--- config.mk ---
export PLATFORM = sky130hd
export DESIGN_NAME = mine_placer
export DESIGN_NICKNAME = d
export VERILOG_FILES = /design/src/rtl/mine_placer_pkg.sv /design/src/rtl/mine_placer_lfsr.sv /design/src/rtl/mine_placer.sv
export SDC_FILE = /design/constraint.sdc
export NUM_CORES = 1
export LEC_CHECK = 0
export CORE_ASPECT_RATIO = 1.1
export CORE_MARGIN = 1.5
export CORE_UTILIZATION = 53
export CTS_CLUSTER_SIZE = 40
export DETAILED_ROUTE_END_ITERATION = 10
export GPL_TIMING_DRIVEN = 0
export PLACE_DENSITY = 0.8
export SYNTH_ARGS = -nofsm -noshare
export SYNTH_HDL_FRONTEND = slang
export SYNTH_SLANG_ARGS = --single-unit
--- constraint.sdc ---
create_clock -name clk -period 2.95 [get_ports clk]
set_clock_uncertainty 0.1 [all_clocks]
set_input_delay 0.59 -clock clk [delete_from_list [all_inputs] [get_ports clk]]
set_output_delay 0.59 -clock clk [all_outputs]
set_load 0.01 [all_outputs]
--- src/rtl/mine_placer_pkg.sv ---
// ============================================================================
// mine_pkg : shared state encoding and constants for the mine placement engine
// Revision : 1.0
// ============================================================================
`default_nettype none

package mine_pkg;

  localparam logic [4:0] ST_INIT  = 5'b00001;
  localparam logic [4:0] ST_PICK  = 5'b00010;
  localparam logic [4:0] ST_CHECK = 5'b00100;
  localparam logic [4:0] ST_PLACE = 5'b01000;
  localparam logic [4:0] ST_DONE  = 5'b10000;

  typedef enum logic [4:0] {
    INIT  = ST_INIT,
    PICK  = ST_PICK,
    CHECK = ST_CHECK,
    PLACE = ST_PLACE,
    DONE  = ST_DONE
  } state_e;

  localparam logic [15:0] LFSR_TAPS       = 16'hB400;
  localparam logic [15:0] DEFAULT_SEED    = 16'hACE1;
  localparam int          SAFE_ZONE_CELLS = 9;

endpackage

`default_nettype wire

--- src/rtl/mine_placer_lfsr.sv ---
// ============================================================================
// lfsr_galois : right-shifting Galois LFSR with synchronous load and step
// Revision    : 1.0
// ============================================================================
`default_nettype none

module lfsr_galois
  import mine_pkg::*;
#(
  parameter int               WIDTH = 16,
  parameter logic [WIDTH-1:0] TAPS  = WIDTH'(16'hB400)
) (
  input  logic             clk,
  input  logic             reset,
  input  logic             load,
  input  logic [WIDTH-1:0] loadValue,
  input  logic             step,
  output logic [WIDTH-1:0] q
);

  logic [WIDTH-1:0] q_q;
  logic [WIDTH-1:0] q_d;

  always_comb begin
    q_d = q_q;
    if (load) begin
      q_d = loadValue;
    end else if (step) begin
      q_d = (q_q >> 1) ^ (q_q[0] ? TAPS : '0);
    end
  end

  // Reset to a non-zero value so the register can never lock up at zero.
  always_ff @(posedge clk or negedge reset) begin
    if (!reset) begin
      q_q <= WIDTH'(DEFAULT_SEED);
    end else begin
      q_q <= q_d;
    end
  end

  assign q = q_q;

endmodule

`default_nettype wire

--- src/rtl/mine_placer.sv ---
// ============================================================================
// mine_placer : places N mines on a W x H board via LFSR picks, optional safe zone
// Revision    : 1.0
// ============================================================================
`default_nettype none

module mine_placer
  import mine_pkg::*;
#(
  parameter int BOARD_WIDTH  = 8,
  parameter int BOARD_HEIGHT = 8,
  parameter int LFSR_W       = 16,
  parameter int MAX_RETRIES  = 15,
  localparam int X_W    = $clog2(BOARD_WIDTH),
  localparam int Y_W    = $clog2(BOARD_HEIGHT),
  localparam int MINE_W = $clog2(BOARD_WIDTH*BOARD_HEIGHT+1)
) (
  input  logic              clk,
  input  logic              reset,
  input  logic              start,
  input  logic              ack,
  input  logic [MINE_W-1:0] totalMinesIn,
  input  logic [LFSR_W-1:0] seed,
  input  logic              safeEn,
  input  logic [X_W-1:0]    safeX,
  input  logic [Y_W-1:0]    safeY,
  output logic [X_W-1:0]    x,
  output logic [Y_W-1:0]    y,
  input  logic              mineBoardReadValue,
  output logic              placeMineEn,
  output logic [MINE_W-1:0] minesPlaced,
  output logic              init,
  output logic              pick,
  output logic              check,
  output logic              place,
  output logic              done
);

  localparam int                       MAX_MINES   = BOARD_WIDTH*BOARD_HEIGHT - SAFE_ZONE_CELLS;
  localparam int                       RETRY_W     = $clog2(MAX_RETRIES+1);
  localparam logic [MINE_W-1:0]        MAX_MINES_V = MINE_W'(MAX_MINES);
  localparam logic [X_W:0]             WIDTH_V     = (X_W+1)'(BOARD_WIDTH);
  localparam logic [Y_W:0]             HEIGHT_V    = (Y_W+1)'(BOARD_HEIGHT);
  localparam logic [X_W-1:0]           X_LAST      = X_W'(BOARD_WIDTH-1);
  localparam logic [Y_W-1:0]           Y_LAST      = Y_W'(BOARD_HEIGHT-1);
  localparam logic [RETRY_W-1:0]       RETRY_LIMIT = RETRY_W'(MAX_RETRIES);
  localparam logic [RETRY_W-1:0]       RETRY_SAT   = '1;
  localparam logic signed [X_W+1:0]    DX_ONE      = (X_W+2)'(1);
  localparam logic signed [Y_W+1:0]    DY_ONE      = (Y_W+2)'(1);
  localparam logic [LFSR_W-1:0]        TAPS_V      = LFSR_W'(LFSR_TAPS);

  state_e              state_q, state_d;
  logic [X_W-1:0]      x_q, x_d, safe_x_q, safe_x_d;
  logic [Y_W-1:0]      y_q, y_d, safe_y_q, safe_y_d;
  logic [MINE_W-1:0]   mines_q, mines_d, target_q, target_d;
  logic [RETRY_W-1:0]  retry_q, retry_d;
  logic                fallback_q, fallback_d, safe_en_q, safe_en_d;

  logic                w_lfsr_load, w_lfsr_step;
  logic [LFSR_W-1:0]   w_lfsr_q, w_seed;
  logic [MINE_W-1:0]   w_target;
  logic [RETRY_W-1:0]  w_retry_inc;
  logic signed [X_W+1:0] w_dx;
  logic signed [Y_W+1:0] w_dy;
  logic                w_in_zone, w_reject;

  lfsr_galois #(
    .WIDTH (LFSR_W),
    .TAPS  (TAPS_V)
  ) u_lfsr (
    .clk       (clk),
    .reset     (reset),
    .load      (w_lfsr_load),
    .loadValue (w_seed),
    .step      (w_lfsr_step),
    .q         (w_lfsr_q)
  );

  generate
    if (LFSR_W > X_W + Y_W) begin : g_unused_lfsr
      logic unused_lfsr_bits;
      assign unused_lfsr_bits = ^w_lfsr_q[LFSR_W-1:X_W+Y_W];
    end
  endgenerate

  assign w_seed      = (seed == '0) ? LFSR_W'(DEFAULT_SEED) : seed;
  assign w_target    = (totalMinesIn > MAX_MINES_V) ? MAX_MINES_V : totalMinesIn;
  assign w_retry_inc = (retry_q == RETRY_SAT) ? retry_q : retry_q + 1'b1;

  // Signed, unclipped distance so a corner centre still excludes only in-board cells.
  assign w_dx      = $signed({2'b00, x_q}) - $signed({2'b00, safe_x_q});
  assign w_dy      = $signed({2'b00, y_q}) - $signed({2'b00, safe_y_q});
  assign w_in_zone = safe_en_q && (w_dx >= -DX_ONE) && (w_dx <= DX_ONE)
                               && (w_dy >= -DY_ONE) && (w_dy <= DY_ONE);
  assign w_reject  = ({1'b0, x_q} >= WIDTH_V) || ({1'b0, y_q} >= HEIGHT_V)
                     || mineBoardReadValue || w_in_zone;

  always_comb begin
    state_d     = state_q;
    x_d         = x_q;
    y_d         = y_q;
    mines_d     = mines_q;
    target_d    = target_q;
    retry_d     = retry_q;
    fallback_d  = fallback_q;
    safe_en_d   = safe_en_q;
    safe_x_d    = safe_x_q;
    safe_y_d    = safe_y_q;
    w_lfsr_load = 1'b0;
    w_lfsr_step = 1'b0;
    case (state_q)
      INIT: begin
        if (start) begin
          target_d    = w_target;
          w_lfsr_load = 1'b1;
          safe_en_d   = safeEn;
          safe_x_d    = safeX;
          safe_y_d    = safeY;
          mines_d     = '0;
          retry_d     = '0;
          fallback_d  = 1'b0;
          state_d     = (w_target == '0) ? DONE : PICK;
        end
      end
      PICK: begin
        w_lfsr_step = 1'b1;
        if (fallback_q) begin
          // Linear scan; >= also folds an out-of-range LFSR column back onto the board.
          if (x_q >= X_LAST) begin
            x_d = '0;
            y_d = (y_q >= Y_LAST) ? '0 : y_q + 1'b1;
          end else begin
            x_d = x_q + 1'b1;
          end
        end else begin
          x_d = w_lfsr_q[X_W-1:0];
          y_d = w_lfsr_q[X_W+Y_W-1:X_W];
        end
        state_d = CHECK;
      end
      CHECK: begin
        if (w_reject) begin
          retry_d = w_retry_inc;
          if (w_retry_inc >= RETRY_LIMIT) begin
            fallback_d = 1'b1;
          end
          state_d = PICK;
        end else begin
          state_d = PLACE;
        end
      end
      PLACE: begin
        mines_d    = mines_q + 1'b1;
        retry_d    = '0;
        fallback_d = 1'b0;
        state_d    = ((mines_q + 1'b1) == target_q) ? DONE : PICK;
      end
      DONE: begin
        if (ack) begin
          state_d = INIT;
        end
      end
      default: state_d = INIT;
    endcase
  end

  always_ff @(posedge clk or negedge reset) begin
    if (!reset) begin
      state_q    <= INIT;
      x_q        <= '0;
      y_q        <= '0;
      mines_q    <= '0;
      target_q   <= '0;
      retry_q    <= '0;
      fallback_q <= 1'b0;
      safe_en_q  <= 1'b0;
      safe_x_q   <= '0;
      safe_y_q   <= '0;
    end else begin
      state_q    <= state_d;
      x_q        <= x_d;
      y_q        <= y_d;
      mines_q    <= mines_d;
      target_q   <= target_d;
      retry_q    <= retry_d;
      fallback_q <= fallback_d;
      safe_en_q  <= safe_en_d;
      safe_x_q   <= safe_x_d;
      safe_y_q   <= safe_y_d;
    end
  end

  assign x           = x_q;
  assign y           = y_q;
  assign minesPlaced = mines_q;
  assign placeMineEn = (state_q == PLACE);
  assign init        = (state_q == INIT);
  assign pick        = (state_q == PICK);
  assign check       = (state_q == CHECK);
  assign place       = (state_q == PLACE);
  assign done        = (state_q == DONE);

endmodule

`default_nettype wire
# ---- Word-level counts from Yosys, hierarchy flattened
# Index checks and enable logic that the tools add are counted.
dict set report totals {
  latch_bits 0
  ram_bits 0
  out_inout_bits 19
  memories 0
  wordCells 83
  register_bits 53
  mem_bits_ro 0
  in_bits 35
}
dict set report op_classes {
  eq_ne 12
  muxes 29
  add_sub_neg 6
  bitwise 1
  n_reduce_logical 16
  n_shift 0
  magnitude_cmp 8
  div_mod_pow 0
  mul 0
}
# op n
set ops {}
lappend ops {{2-to-1 mux 16 bit} 4}
lappend ops {{case mux 5 bit (5 select lines)} 1}
lappend ops {{2-to-1 mux 5 bit} 4}
lappend ops {{logical NOT 16 bit} 1}
lappend ops {{2-to-1 mux 4 bit} 4}
lappend ops {{bitwise XOR 15 x 16 -> 16 bit} 1}
lappend ops {{2-to-1 mux 3 bit} 5}
lappend ops {{2-to-1 mux 7 bit} 2}
lappend ops {{case mux 7 bit (2 select lines)} 1}
lappend ops {{case mux 4 bit (3 select lines)} 1}
lappend ops {{greater-or-equal comparator 4 x 1 -> 1 bit (second input constant)} 2}
lappend ops {{less-or-equal comparator 4 x 2 -> 1 bit (second input constant)} 2}
lappend ops {{!= test 2 x 1 -> 1 bit (second input constant)} 4}
lappend ops {{AND reduction 2 bit} 4}
lappend ops {{subtractor 3 x 3 -> 4 bit} 2}
lappend ops {{adder 7 x 1 -> 7 bit (second input constant)} 1}
lappend ops {{== test 7 bit} 1}
lappend ops {{> comparator 7 x 6 -> 1 bit (second input constant)} 1}
lappend ops {{logical NOT 7 bit} 1}
lappend ops {{adder 3 x 1 -> 3 bit (second input constant)} 2}
lappend ops {{greater-or-equal comparator 3 bit (second input constant)} 2}
lappend ops {{2-to-1 mux 1 bit} 6}
lappend ops {{== test 5 x 1 -> 1 bit (second input constant)} 1}
lappend ops {{== test 5 x 2 -> 1 bit (second input constant)} 1}
lappend ops {{14 further kinds} 18}

# ---- Depth between registers and ports, before layout
# Gate-level depths: netlist of run 1.
dict set report depth {
  word_depth 9
  ltp_mapped 11
  ltp_nobuf 11
}

# ---- Modules after synthesis
# From an unflattened synthesis of run 1, not the netlist that was laid out.
dict set report hier_totals {
  cells_unflattened 339
  hier_area_um2 3161.8
}
# mod area_each_um2 cells_each n_inst seq_area_each_um2
set by_module_without_submodules {}
lappend by_module_without_submodules {mine_placer 2357.3 265 1 927.1}
lappend by_module_without_submodules {lfsr_galois 804.5 74 1 410.4}

# ---- Least setup slack after synthesis of run 1
# No wires, ideal clock.
dict set report synth_timing {
  kind {register to register}
  from {register x_q[0] (netlist: x[0])}
  to {register retry_q[0]}
  path_stages_with_launch 12
  path_buffers 0
  setup_time_ns 0.087
  arrival_time_ns 2.478
  required_ns 2.763
  period_less_slack_ns 2.664
  setup_slack_ns 0.286
  path_cell_list {dfrtp_1 -> inv_1 -> ha_1 -> inv_1 -> fa_1 -> xor2_1 -> a211oi_1 -> a41oi_1 -> a311oi_2 -> nor2_2 -> or4b_1 -> o211ai_1}
}
dict set report synth_between {
  elab_chain_cells 9
  elab_cells_between_ends 10
  cone_classes {add/sub: 1; order compare: 2; eq/ne: 1; reduce/logical: 6}
}
# item line_no
set synth_lines {}
lappend synth_lines {{start: declaration} mine_placer.sv:53} ;# logic [X_W-1:0] x_q, x_d, safe_x_q, safe_x_d;
lappend synth_lines {{start signal: assignment} mine_placer.sv:170} ;# x_q <= '0;
lappend synth_lines {{start signal: assignment} mine_placer.sv:181} ;# x_q <= x_d;
lappend synth_lines {{subtractor 3 x 3 -> 4 bit (*)} mine_placer.sv:91} ;# assign w_dx = $signed({2'b00, x_q}) - $signed({2'b00, safe_x_q});
lappend synth_lines {{greater-or-equal comparator 4 x 1 -> 1 bit} mine_placer.sv:93} ;# assign w_in_zone = safe_en_q && (w_dx >= -DX_ONE) && (w_dx <= DX_ONE)
lappend synth_lines {{logical AND 1 bit} mine_placer.sv:93}
lappend synth_lines {{logical AND 1 bit (*)} mine_placer.sv:93}
lappend synth_lines {{logical AND 1 bit (*) (2 in series)} mine_placer.sv:94} ;# && (w_dy >= -DY_ONE) && (w_dy <= DY_ONE);
lappend synth_lines {{logical OR 1 bit (*)} mine_placer.sv:96} ;# || mineBoardReadValue || w_in_zone;
lappend synth_lines {{!= test 2 x 1 -> 1 bit (no line) (*)} n/a}
lappend synth_lines {{AND reduction 3 bit (no line) (*)} n/a}
lappend synth_lines {{end signal: assignment} mine_placer.sv:185} ;# retry_q <= retry_d;
lappend synth_lines {{end: declaration} mine_placer.sv:56} ;# logic [RETRY_W-1:0] retry_q, retry_d;
# Every way passes the cells marked *; elsewhere a longest branch is shown, timed or not.
# A chain may end at the register's enable or synchronous reset.

# ---- Worst setup path after layout of run 1
dict set report layout_timing {
  from {register state_q[0]}
  to {output placeMineEn}
}
dict set report layout_between {
  elab_chain_cells 1
}
# item line_no
set layout_lines {}
lappend layout_lines {{start: declaration} mine_placer.sv:52} ;# state_e state_q, state_d;
lappend layout_lines {{start signal: assignment} mine_placer.sv:180} ;# state_q <= state_d;
lappend layout_lines {{== test 5 x 4 -> 1 bit} mine_placer.sv:196} ;# assign placeMineEn = (state_q == PLACE);
lappend layout_lines {{end: declaration} mine_placer.sv:30} ;# output logic placeMineEn,
# Every way passes these cells.

==> results of run 1 <==
power groups by stage:
| stage | Clock, mW | Sequential (mW) | Combinational [mW] |
|---|---|---|---|
| final | 0.526 | 1.25 | 1.42 |
| after global routing | 0.553 | 1.28 | 1.61 |
| after CTS | 0.526 | 1.24 | 1.42 |
| after detailed placement | 0 | 1.25 | 1.41 |
| after global placement | 0 | 1.24 | 1.34 |
| after floorplan | 0 | 1.21 | 0.981 |
path summary, 6_finish.rpt:
check	end	slack, ps	cells past startpoint
setup / recovery	placeMineEn	110	8
min in group clk	u_lfsr.q[5]$_DFFE_PN1P_	400	2
setup reg to reg	retry_q[0]$_DFFE_PN0P_	120	11
hold reg to reg	u_lfsr.q[5]$_DFFE_PN1P_	400	2
max in group asynchronous	state_q[0]$_DFFE_PN1P_	2020	2
hold / removal	u_lfsr.q[2]$_DFFE_PN0P_	130	1
through the flow:
step                setup TNS, ps  util [%]  area (um2)  setup WS, ps
floorplan                       0         -        3038         285.8
global placement           -18330     67.01        3662        -418.3
detailed placement              0     67.28        3677         69.00
CTS                             0     69.67        3807         2.575
global route               -54.39     69.92        3821        -54.39
finish                          0     69.92        3821         108.5
cells in the final DEF, fill, tap and decap left out, types with 4 or more instances in the layout:
master and n:
buf_4 5, nand3_1 10, o31ai_1 5, dfrtp_1 43, clkbuf_1 7, dfstp_2 9
inv_1 17, nand2b_1 4, nor2_1 39, xnor2_1 8, nor3_1 8, clkdlybuf4s50_1 49
a21oi_1 13, a31oi_1 13, buf_2 4, nand2_1 58, xor2_1 5, and3_1 4
ha_1 12, clkbuf_8 6, o21ai_0 26, nor4_1 6
worst max-delay path: cells and delay by family (launching register included):
kind                   cells  cell delay, ps
buffers and inverters      6             950
flip-flops                 1             380
AND/OR/NAND/NOR            2             510
per-layer routing:
| layer | track usage, % | up-vias | part of all wire [%] |
|---|---|---|---|
| met5 | 0 | - | 0 |
| met4 | 4.464 | 0 | 0.62 |
| met3 | 4.612 | 6 | 3.9 |
| met2 | 43.10 | 57 | 50 |
| met1 | 32.42 | 1310 | 46 |
| li1 | - | 1342 | - |
timing repair:
item                                    CTS  global route
pin swaps                                 1             1
gates cloned                              0             0
gates resized for setup                   5             4
setup buffers                             1             0
endpoints found under the setup margin    4             6
hold buffers                              0             0
kinds of logic after synthesis:
kind of cell / after synthesis / share of synthesized area, %
mux: 1 / 0.3706
xor+xnor: 13 / 3.748
fa+ha+maj: 14 / 6.260
flops: 53 / 44.03
simple gates: 149 / 22.98
compound gates: 86 / 18.12
buf+inv: 32 / 4.489
flip-flops by register name, indices dropped and copies added (netlist names):
register	count
x	3
safe_x_q	3
minesPlaced	7
y	3
state_q	5
retry_q	4
target_q	7
u_lfsr.q	16
safe_y_q	3
safe_en_q	1
fallback_q	1
area by class of cell:
type	count	area (um2)	area share (%)
multi-input cells	263	1582	41.39
flip-flops and latches	53	1339	35.04
repair buffers	55	553.0	14.47
well taps	75	93.84	2.456
clock buffers	7	86.33	2.259
inverters	18	70.07	1.834
plain buffers	13	67.56	1.768
clock inverters	1	30.03	0.7859
==> results.yml, run 1 <==
setup_path:
  crit_fanout: 10
  cp_slowest_cell: "dfstp_2"
  max_stage_delay_ps: 380
  arrival_ps: 2150
  worstSetupStartpoint: "state_q[0]$_DFFE_PN1P_"
  crit_required_ps: 2260
  startpoint_type: "flip-flop"
  cp_common_cell: "buf_4"
  rr_startpoint: "x[0]$_DFFE_PN0P_"
  end_kind: "output port"
  path_class: "flip-flop to output port"
  crit_chain: "buf_4, or2_1, buf_2, or3_1, buf_4, inv_4, buf_4, dlygate4sd2_1"
global_route:
  grt-ovfl-total: 0
  grt_usage_pct: 24.74
  grt_max_degree: 35
  grt_pass1_vias: 2531
  grt_pass1_wl_um: 11760
  antenna_found_initial: 0
yosys:
  synth_top_area_cell: "dfrtp_1"
  syn_nets: 397
  synth_edf_count: 0
  netlist_area_um2: 3038
  synth_warnings: 0
  yosysUniqueCellTypes: 55
  yosysTopAreaCellShare_pct: 36.24
  ys_top_cells_by_count: "nand2_1 (58), dfrtp_1 (44), nor2_1 (39)"
  synth_area_leaders: "dfrtp_1 (36%), dfstp_2 (7.8%), nand2_1 (7.2%)"
  synthFlopType: "dfrtp_1"
  yosys_register_bits: 53
  yosysMostFrequentCell: "nand2_1"
  synth_cells: 348
  ys_seq_area_share_pct: 44.03
  postSynthAreaPerCell_um2: 8.730
  synthArstFlopShare_pct: 100.0
finish:
  finalNonFillerCells: 485
  antenna_cells: 0
  area_growth_pct: 25.78
  layout-drive-gt1-share_pct: 9.268
  fillers: 439
  finalNetCount: 458
sta:
  max-slew-margin-rel_pct: 54.03
  drv_slew: 0
  tightestPinTransition_ps: 682.3
  rsz0062_at_grt: "true"
  fin_worst_hold_slack_ps: 127.5
  setup_violations: 0
  post-route-period-util_pct: 96.32
  hold_viol: 0
  fmax_mhz: 351.9
  post-route-min-period_ps: 2841
placed_design:
  place_congestion: 0.8536
  portBuffers: 53
  place_inst: 477
  hpwl_um: 5199
route:
  wl_per_cell_um: 14.59
  routed_via_density: 5.598
  via_count: 2715
  post-route-drc-count: 0
  drtIter0Drc: 174
  wirelength_um: 7077
  first_pass_iters: 4
  ant_nets: 0
clock_network:
  clk_latency_ps: 310
  cts_buffers: 5
  clk_pin_slew_ps: 100
  h-tree-depth: 2
  cts_tree: "yes"
  clk_path_buf_depth: 2
  root_buffer: "clkbuf_8"
  clock_sinks: 53
die:
  die-area_um2: 6196
  ioPinCount: 54
  start_util_pct: 55.59
  die_y_um: 82.41
  rows: 28
  core_um2: 5465
  fp.dieW_um: 75.19
power:
  peakVddDrop_mv: 0.5265
  internal_power_mw: 1.951
  combPwrFrac_pct: 44.4
  power.share.clock_pct: 16.5
  p_leak_nw: 1.658
  switching_share_pct: 38.89
  power_density_nw_per_um2: 835.5
  p_sw_mw: 1.242
  seqPwrFrac_pct: 39.1
  total_power_mw: 3.193
job:
  maxCapViolCount: 0
hold_path:
  worstHoldPathType: "primary input to async pin"
run_status:
  status: "completed"
(Power assumes the default switching activity.)
==> run 2: changes to the inputs <==
--- a/config.mk
+++ b/config.mk
@@ -10,8 +10,9 @@
 export CORE_UTILIZATION = 53
 export CTS_CLUSTER_SIZE = 40
 export DETAILED_ROUTE_END_ITERATION = 10
+export GPL_ROUTABILITY_DRIVEN = 0
 export GPL_TIMING_DRIVEN = 0
-export PLACE_DENSITY = 0.8
+export PLACE_DENSITY = 0.79
 export SYNTH_ARGS = -nofsm -noshare
 export SYNTH_HDL_FRONTEND = slang
 export SYNTH_SLANG_ARGS = --single-unit
==> results.yml, run 2 (synthesis gave the netlist of run 1 again) <==
finish:
  seqCellArea_um2: 1339
  finalNonFillerCells: 487
  fillers: 461
  largest_register_ffs: 16
  antenna_cells: 0
  multi_input_area_um2: 1592
  layout_common_cells: "nand2_1 (58), clkdlybuf4s50_1 (49), dfrtp_1 (43)"
  layout-drive-gt1-share_pct: 9.951
  finalNetCount: 460
  layout_commonest_cell: "nand2_1"
  area_growth_pct: 26.65
  final_design_area_no_fill_um2: 3847
die:
  die-area_um2: 6196
  ioPinCount: 54
  core_um2: 5465
  fp.dieW_um: 75.19
  die_y_um: 82.41
  rows: 28
  start_util_pct: 55.59
placed_design:
  hpwl_um: 5149
  place_inst: 477
  dpl-instance-area_um2: 3677
  post-place-ws_ps: 115.5
  portBuffers: 53
power:
  p_leak_nw: 1.662
  power_density_nw_per_um2: 835.4
  peakVddDrop_mv: 0.6342
global_route:
  grt-ovfl-total: 0
  grt_usage_pct: 24.74
  grt_pass1_vias: 2488
  antenna_found_initial: 0
  grt_max_degree: 37
  grt_pass1_wl_um: 11770
route:
  ant_nets: 0
  drtIter0Drc: 142
  wl_per_cell_um: 14.45
  wirelength_um: 7037
  via_count: 2714
  routed_via_density: 5.573
  first_pass_iters: 4
  post-route-drc-count: 0
setup_path:
  crit_fanout: 10
  end_kind: "output port"
  path_class: "flip-flop to output port"
  startpoint_type: "flip-flop"
  r2r_slack_ps: 160
  crit_required_ps: 2260
  arrival_ps: 2120
sta:
  setup_violations: 0
  finalSetupTns_ps: 0
  drv_slew: 0
  max-slew-margin-rel_pct: 53.97
  hold_viol: 0
  tightestPinTransition_ps: 683.3
  setup_ws_ps: 136.2
  fin_worst_hold_slack_ps: 113.0
  post-route-period-util_pct: 95.38
  fmax_mhz: 355.4
  post-route-min-period_ps: 2814
  rsz0062_at_grt: "false"
clock_network:
  cts_tree: "yes"
  root_buffer: "clkbuf_8"
  clk_pin_slew_ps: 100
  clk_latency_ps: 310
  ctsHoldBuffers: 0
  clk_path_buf_depth: 2
  h-tree-depth: 2
  cts_buffers: 5
  clock_sinks: 53
job:
  maxCapViolCount: 0
run_status:
  status: "completed"
hold_path:
  worstHoldPathType: "primary input to async pin"
==> run 2: cell count changes in the layout (fill, tap and decap cells not counted), sizes merged <==
cell	delta
buf	+1
clkdlybuf4s15	+1
clkinvlp	+1
dlygate4sd2	-1
==> run 2: what timing repair did <==
item,4_1_cts,5_1_grt
pin swaps,1,1
endpoints found under the setup margin,4,7
setup buffers,1,1
gates resized for setup,5,7
endpoints found under the hold margin,0,0
==> run 2: critical path, stage by stage, from the launching register on <==
cell,delay (ps)
dfstp_2,380
buf_4,150
or2_1,210
buf_2,160
or3_1,300
buf_4,180
inv_4,100
buf_4,110
clkdlybuf4s15_1,220
==> run 2: layout make-up <==
type	count	area share, %
multi-input cells	263	41.37
clock buffers	6	2.146
well taps	75	2.439
inverters	18	1.821
flip-flops and latches	53	34.80
repair buffers	56	14.60
plain buffers	14	1.854
clock inverters	2	0.9756
==> run 2: worst paths after layout <==
kind                                               from                  endpoint  cells past startpoint
worst max-delay path             state_q[0]$_DFFE_PN1P_               placeMineEn                      8
worst min-delay path                              reset   u_lfsr.q[2]$_DFFE_PN0P_                      1
worst max register to register         x[0]$_DFFE_PN0P_    retry_q[0]$_DFFE_PN0P_                     11
worst min register to register  u_lfsr.q[6]$_DFFE_PN1P_   u_lfsr.q[5]$_DFFE_PN1P_                      2
max in group asynchronous                         reset  u_lfsr.q[10]$_DFFE_PN1P_                      2
min in group clk                u_lfsr.q[6]$_DFFE_PN1P_   u_lfsr.q[5]$_DFFE_PN1P_                      2
==> run 2: power by group <==
group | internal, mW | switching [mW] | total, mW
Clock | 0.276 | 0.247 | 0.524
Sequential | 1.03 | 0.222 | 1.25
Combinational | 0.662 | 0.780 | 1.44
==> run 2: per-stage QoR <==
stage / util, % / power [mW]
3_5_place_dp: 67.28 / 2.652
3_3_place_gp: 67.01 / 2.584
2_1_floorplan: - / 2.196
6_report: 70.40 / 3.214
4_1_cts: 69.73 / 3.188
5_1_grt: 70.40 / 3.487
==> run 2: per-layer routing <==
metal / GRT usage, % / wire, um / up-vias
met5: 0 / 0 / -
met4: 6.429 / 78 / 0
met3: 3.762 / 251 / 9
met2: 41.06 / 3473 / 63
met1: 33.96 / 3234 / 1287
li1: - / - / 1355
==> variant 1: new RTL, config.mk and constraints of run 1 <==
Set the parameter `BOARD_WIDTH` to 4 (it was 8).
--- a/src/rtl/mine_placer.sv
+++ b/src/rtl/mine_placer.sv
@@ -7,7 +7,7 @@
 module mine_placer
   import mine_pkg::*;
 #(
-  parameter int BOARD_WIDTH  = 8,
+  parameter int BOARD_WIDTH  = 4,
   parameter int BOARD_HEIGHT = 8,
   parameter int LFSR_W       = 16,
   parameter int MAX_RETRIES  = 15,
Interface: changed (resized minesPlaced, safeX, totalMinesIn and x); port bits go from 54 to 50. The function was not compared with the original's and may differ.
==> variant 1 against run 1 <==
Global-route usage shrank 0.55 points; final area shrank 12%; total power down 13%; area after synthesis down 11%; worst setup slack worse by 0.056 ns; critical path depth down 3; wire length down 13%; sequential cell count decreased by 4.
==> variant 1: results (changes against run 1) <==
Min Hold Slack=0.118 ns (-0.00982 ns); Max stage delay on crit path=0.55 ns (+0.17 ns); pin count of the biggest net entering global routing=32 (-8.6%); status=complete, no violations; DRT Wirelength=6.15 mm (-13%); Initial DRC Count=126 (-28%); top cells by area, synth=dfrtp_1 (37%), nand2_1 (9.0%), dfstp_2 (8.8%); sequential area share after synthesis=45.9% (+1.9 points); reg2reg setup slack=0.26 ns (+0.14 ns); CP delay by family, top=buffers and inverters; CTS root buf=clkbuf_8; worst skew pair latency=0.30 ns; via/cell ratio=5.67 (+1.3%); number of fillers in the final layout=411 (-6.4%); Worst Setup Slack, final=0.0524 ns (-0.0561 ns); Post-Place Worst Slack=0.241 ns (+0.172 ns); HP Class=in2async; initial antenna violation count=0 (unchanged); first-pass GRT wire length=10.8 mm (-7.8%); CP arrival=2.21 ns (+0.06 ns); clk buf depth=2 (unchanged); slew of the pin with the lowest slew margin=0.548 ns (-0.134 ns); Critical-path top delay cell=clkdlybuf4s50_1; routability congestion estimate=0.840 (-1.6%); maximum VDD drop=0.000438 V (-17%); Net Count, Synth=354 (-11%); setup bufs post-CTS=0 (-1); Post-synth ARST share=100% (unchanged); DP Wirelength=4.49 mm (-14%); Ys Warns=0 (unchanged); Final nets=411 (-10%); top cell types by occurrence after synthesis=nand2_1 (65), dfrtp_1 (40), nor2_1 (34); share of post-route cells with drive strength above 1=7.61% (-1.7 points); max reg flops=16 (unchanged); H-tree Lvls=2 (unchanged); internal cell power=1700 uW (-13%); unique cell type count in the Yosys netlist=45 (-18%); PortBufs=49 (-7.5%); drt pass-1 iters=4 (unchanged); Reg clk slew, reported paths=0.09 ns; Leak Pwr=0.00150 uW (-9.6%); total track usage=24.2% (-0.55 points); n_diodes=0 (unchanged); vias in the first global route=2397 (-5.3%); CTS buffer count=5 (unchanged)
-- variant 1: cell types whose count changed after synthesis, moves of 5 or more --
cell	delta
nand2_1	+7
nand3_1	-6
o21ai_0	-5
nor2_1	-5
-- variant 1: power by group through the flow --
stage | registers (uW) | logic (uW) | clock network [uW]
floorplan | 1120 | 863 | 0
global placement | 1150 | 1170 | 0
detailed placement | 1160 | 1230 | 0
CTS | 1150 | 1240 | 401
global route | 1190 | 1420 | 430
finish | 1160 | 1240 | 387
-- variant 1: kinds of logic (layout without fill, tap and decap cells) --
group           Yosys count  in the layout  share of synthesized area, %
compound gates           68             68                          15.7
xor+xnor                 13             13                          4.22
fa+ha+maj                11             11                          5.66
buf+inv                  28             86                          4.18
flops                    49             49                          45.9
mux                       4              4                          1.48
simple gates            137            137                          22.8
-- variant 1: worst paths after layout --
kind	startpoint	depth (start not counted)	endpoint
hold reg to reg	safe_en_q	2	safe_en_q
max in group asynchronous	reset	2	u_lfsr.q[13]
setup / recovery	state_q[3]	5	pick
hold / removal	reset	1	safe_y_q[2]
setup reg to reg	y[0]	9	retry_q[2]
min in group clk	safe_en_q	2	safe_en_q
-- variant 1: metal layers --
| metal | vias up | wire (um) | track usage (%) |
|---|---|---|---|
| met5 | - | 0 | 0 |
| met4 | 0 | 68 | 7.17 |
| met3 | 8 | 307 | 4.81 |
| met2 | 67 | 2930 | 40.5 |
| met1 | 1161 | 2850 | 31.7 |
| li1 | 1179 | - | - |
-- variant 1: through the flow --
| stage | instances | cell area (sq um) | TNS (ns) |
|---|---|---|---|
| after floorplan | 310 | 2700 | 0 |
| after global placement | 417 | 3260 | -9.86 |
| after detailed placement | 418 | 3270 | 0 |
| after CTS | 426 | 3360 | 0 |
| after global routing | 426 | 3370 | -0.0989 |
| final | 426 | 3370 | 0 |
-- variant 1: final cells by class --
type                            instances  share of cell area [%]
Multi-Input combinational cell        233                    40.3
Timing Repair Buffer                   50                    15.0
Clock inverter                          1                   0.223
Clock buffer                            7                    2.26
Inverter                               18                    2.00
Tap cell                               58                    2.15
Sequential cell                        49                    36.7
Buffer                                 10                    1.41
-- variant 1: worst register-to-register path, cell delays in order, from the launching register on --
cell      delay [ns]
dfrtp_1         0.45
inv_1           0.07
ha_1            0.25
fa_1            0.39
xor2_1          0.16
or3_1           0.31
mux2i_1         0.16
a31o_2          0.29
a31oi_1         0.11
a311oi_1        0.29
-- variant 1: timing repair --
action / CTS / global route
hold buffers: 0 / 0
endpoints found under the setup margin: 1 / 3
gates resized for setup: 1 / 2
cloned: 0 / 0
==> variant 2: new RTL, flow settings as in run 1 <==
Made on the original files. Reset style: synchronous (`reset`), changed in 2 clocked blocks.
--- a/src/rtl/mine_placer_lfsr.sv
+++ b/src/rtl/mine_placer_lfsr.sv
@@ -31,7 +31,7 @@
   end
 
   // Reset to a non-zero value so the register can never lock up at zero.
-  always_ff @(posedge clk or negedge reset) begin
+  always_ff @(posedge clk) begin
     if (!reset) begin
       q_q <= WIDTH'(DEFAULT_SEED);
     end else begin
--- a/src/rtl/mine_placer.sv
+++ b/src/rtl/mine_placer.sv
@@ -164,7 +164,7 @@
     endcase
   end
 
-  always_ff @(posedge clk or negedge reset) begin
+  always_ff @(posedge clk) begin
     if (!reset) begin
       state_q    <= INIT;
       x_q        <= '0;
Function: differs if reset is asserted again (counterexample within 4 cycles, from zero or initial values and one cycle with reset low); with reset held inactive, the same outputs for 10 cycles.
==> variant 2 against run 1 <==
Via count increased by 6.1%; wire length grew 3.9%; sequential cell count unchanged; sequential share of layout area is 5.8 points lower; area after synthesis fell by 5.0%; worst setup slack improved by 0.041 ns; critical path depth is 2 lower; fmax increased by 1.4%; final area fell by 5.0%.
Power is not compared: it rests on default switching activity, and its combinational part moved more than twofold at a synthesized area within 25%.
==> variant 2: results (changes against run 1) <==
routed len/inst=14.7 um (+0.55%); Pwr Total=1560 uW; placed cell area=0.00351 sq mm (-4.6%); number of fillers in the final layout=482 (+9.8%); FF-to-FF path depth=10 (-1); CORE AREA=0.00533 sq mm (-2.6%); Storage cell area=0.00106 sq mm (-21%); Max stage delay on crit path=0.55 ns (+0.17 ns); top cell types by occurrence after synthesis=dfxtp_1 (53), nand2_1 (45), nor2_1 (39); Logic inverters=19 (+1); share of post-route cells with drive strength above 1=6.10% (-3.2 points); total track usage=25.4% (+0.63 points); worst flop-to-flop path endpoint=retry_q[3]; multi-input gates=278 (+5.7%); DP Wirelength=5.52 mm (+6.2%); Critical-path top delay cell=clkdlybuf4s50_1; CP arrival=2.11 ns (-0.04 ns); Net Count, Synth=414 (+4.3%); dpl cells=493 (+3.4%); Post-Place Worst Slack=0.134 ns (+0.0653 ns); pin count of the biggest net entering global routing=16 (-54%); unique cell type count in the Yosys netlist=50 (-9.1%); DR vias=2881 (+6.1%); Post-synth ARST share=0% (-100 points); routability congestion estimate=0.857 (+0.35%); reg2reg setup slack=0.23 ns (+0.11 ns); first-pass GRT wire length=11.6 mm (-1.4%); multi-input combinational area share=46.9% (+5.5 points); top cells by area, synth=dfxtp_1 (37%), a21oi_1 (5.9%), nand2_1 (5.9%); r2r startpoint=x[0]; sequential area share after synthesis=36.8% (-7.3 points); status=complete, no violations; Avg Cell Area, Syn=7.90 sq um (-9.4%); Initial DRC Count=169 (-2.9%); buffering overhead=16.5% (+0.24 points)
variant 2: changes by cell type after synthesis, sizes merged, moves of 4 or more:
cell / run 1 / this run
dfrtp: 44 / 0
a21oi: 13 / 34
dfstp: 9 / 0
o211ai: 2 / 8
o21ai: 27 / 21
a31oi: 13 / 3
dfxtp: 0 / 53
nand2: 58 / 45
o221ai: 1 / 5
nor3: 8 / 18
variant 2: how the worst max path moves through the flow:
stage	start	to	slack [ns]
floorplan	x[0]	fallback_q	0.45
global placement	x[0]	retry_q[3]	0.24
detailed placement	x[0]	retry_q[1]	0.13
CTS	state_q[0]	pick	0.03
global route	state_q[0]	pick	0.001
finish	state_q[0]	pick	0.15
variant 2: layer usage:
| layer | share of wire [%] | vias up | wire (um) | global-route usage [%] |
|---|---|---|---|---|
| li1 | - | 1420 | - | - |
| met1 | 45 | 1353 | 3290 | 32.3 |
| met2 | 48 | 93 | 3560 | 42.6 |
| met3 | 5.0 | 15 | 367 | 4.77 |
| met4 | 1.8 | 0 | 133 | 8.70 |
| met5 | 0 | - | 0 | 0 |
variant 2: cell families after synthesis:
logic type / after synthesis / share of synthesized area [%]
compound gates: 96 / 21.1
simple gates: 151 / 25.6
flops: 53 / 36.8
xor+xnor: 17 / 5.16
buf+inv: 34 / 4.73
fa+ha+maj: 14 / 6.59
variant 2: per-stage QoR:
stage	util [%]	hold WS (ns)
floorplan	-	0.335
global placement	65.9	0.344
detailed placement	65.9	0.356
CTS	67.9	0.369
global route	68.1	0.398
finish	68.1	0.367
variant 2: power by group:
group / leakage, uW / switching (uW) / internal [uW]
Combinational: 0.000868 / 177 / 144
Sequential: 0.000434 / 30.7 / 760
Clock: 0.0000542 / 237 / 213
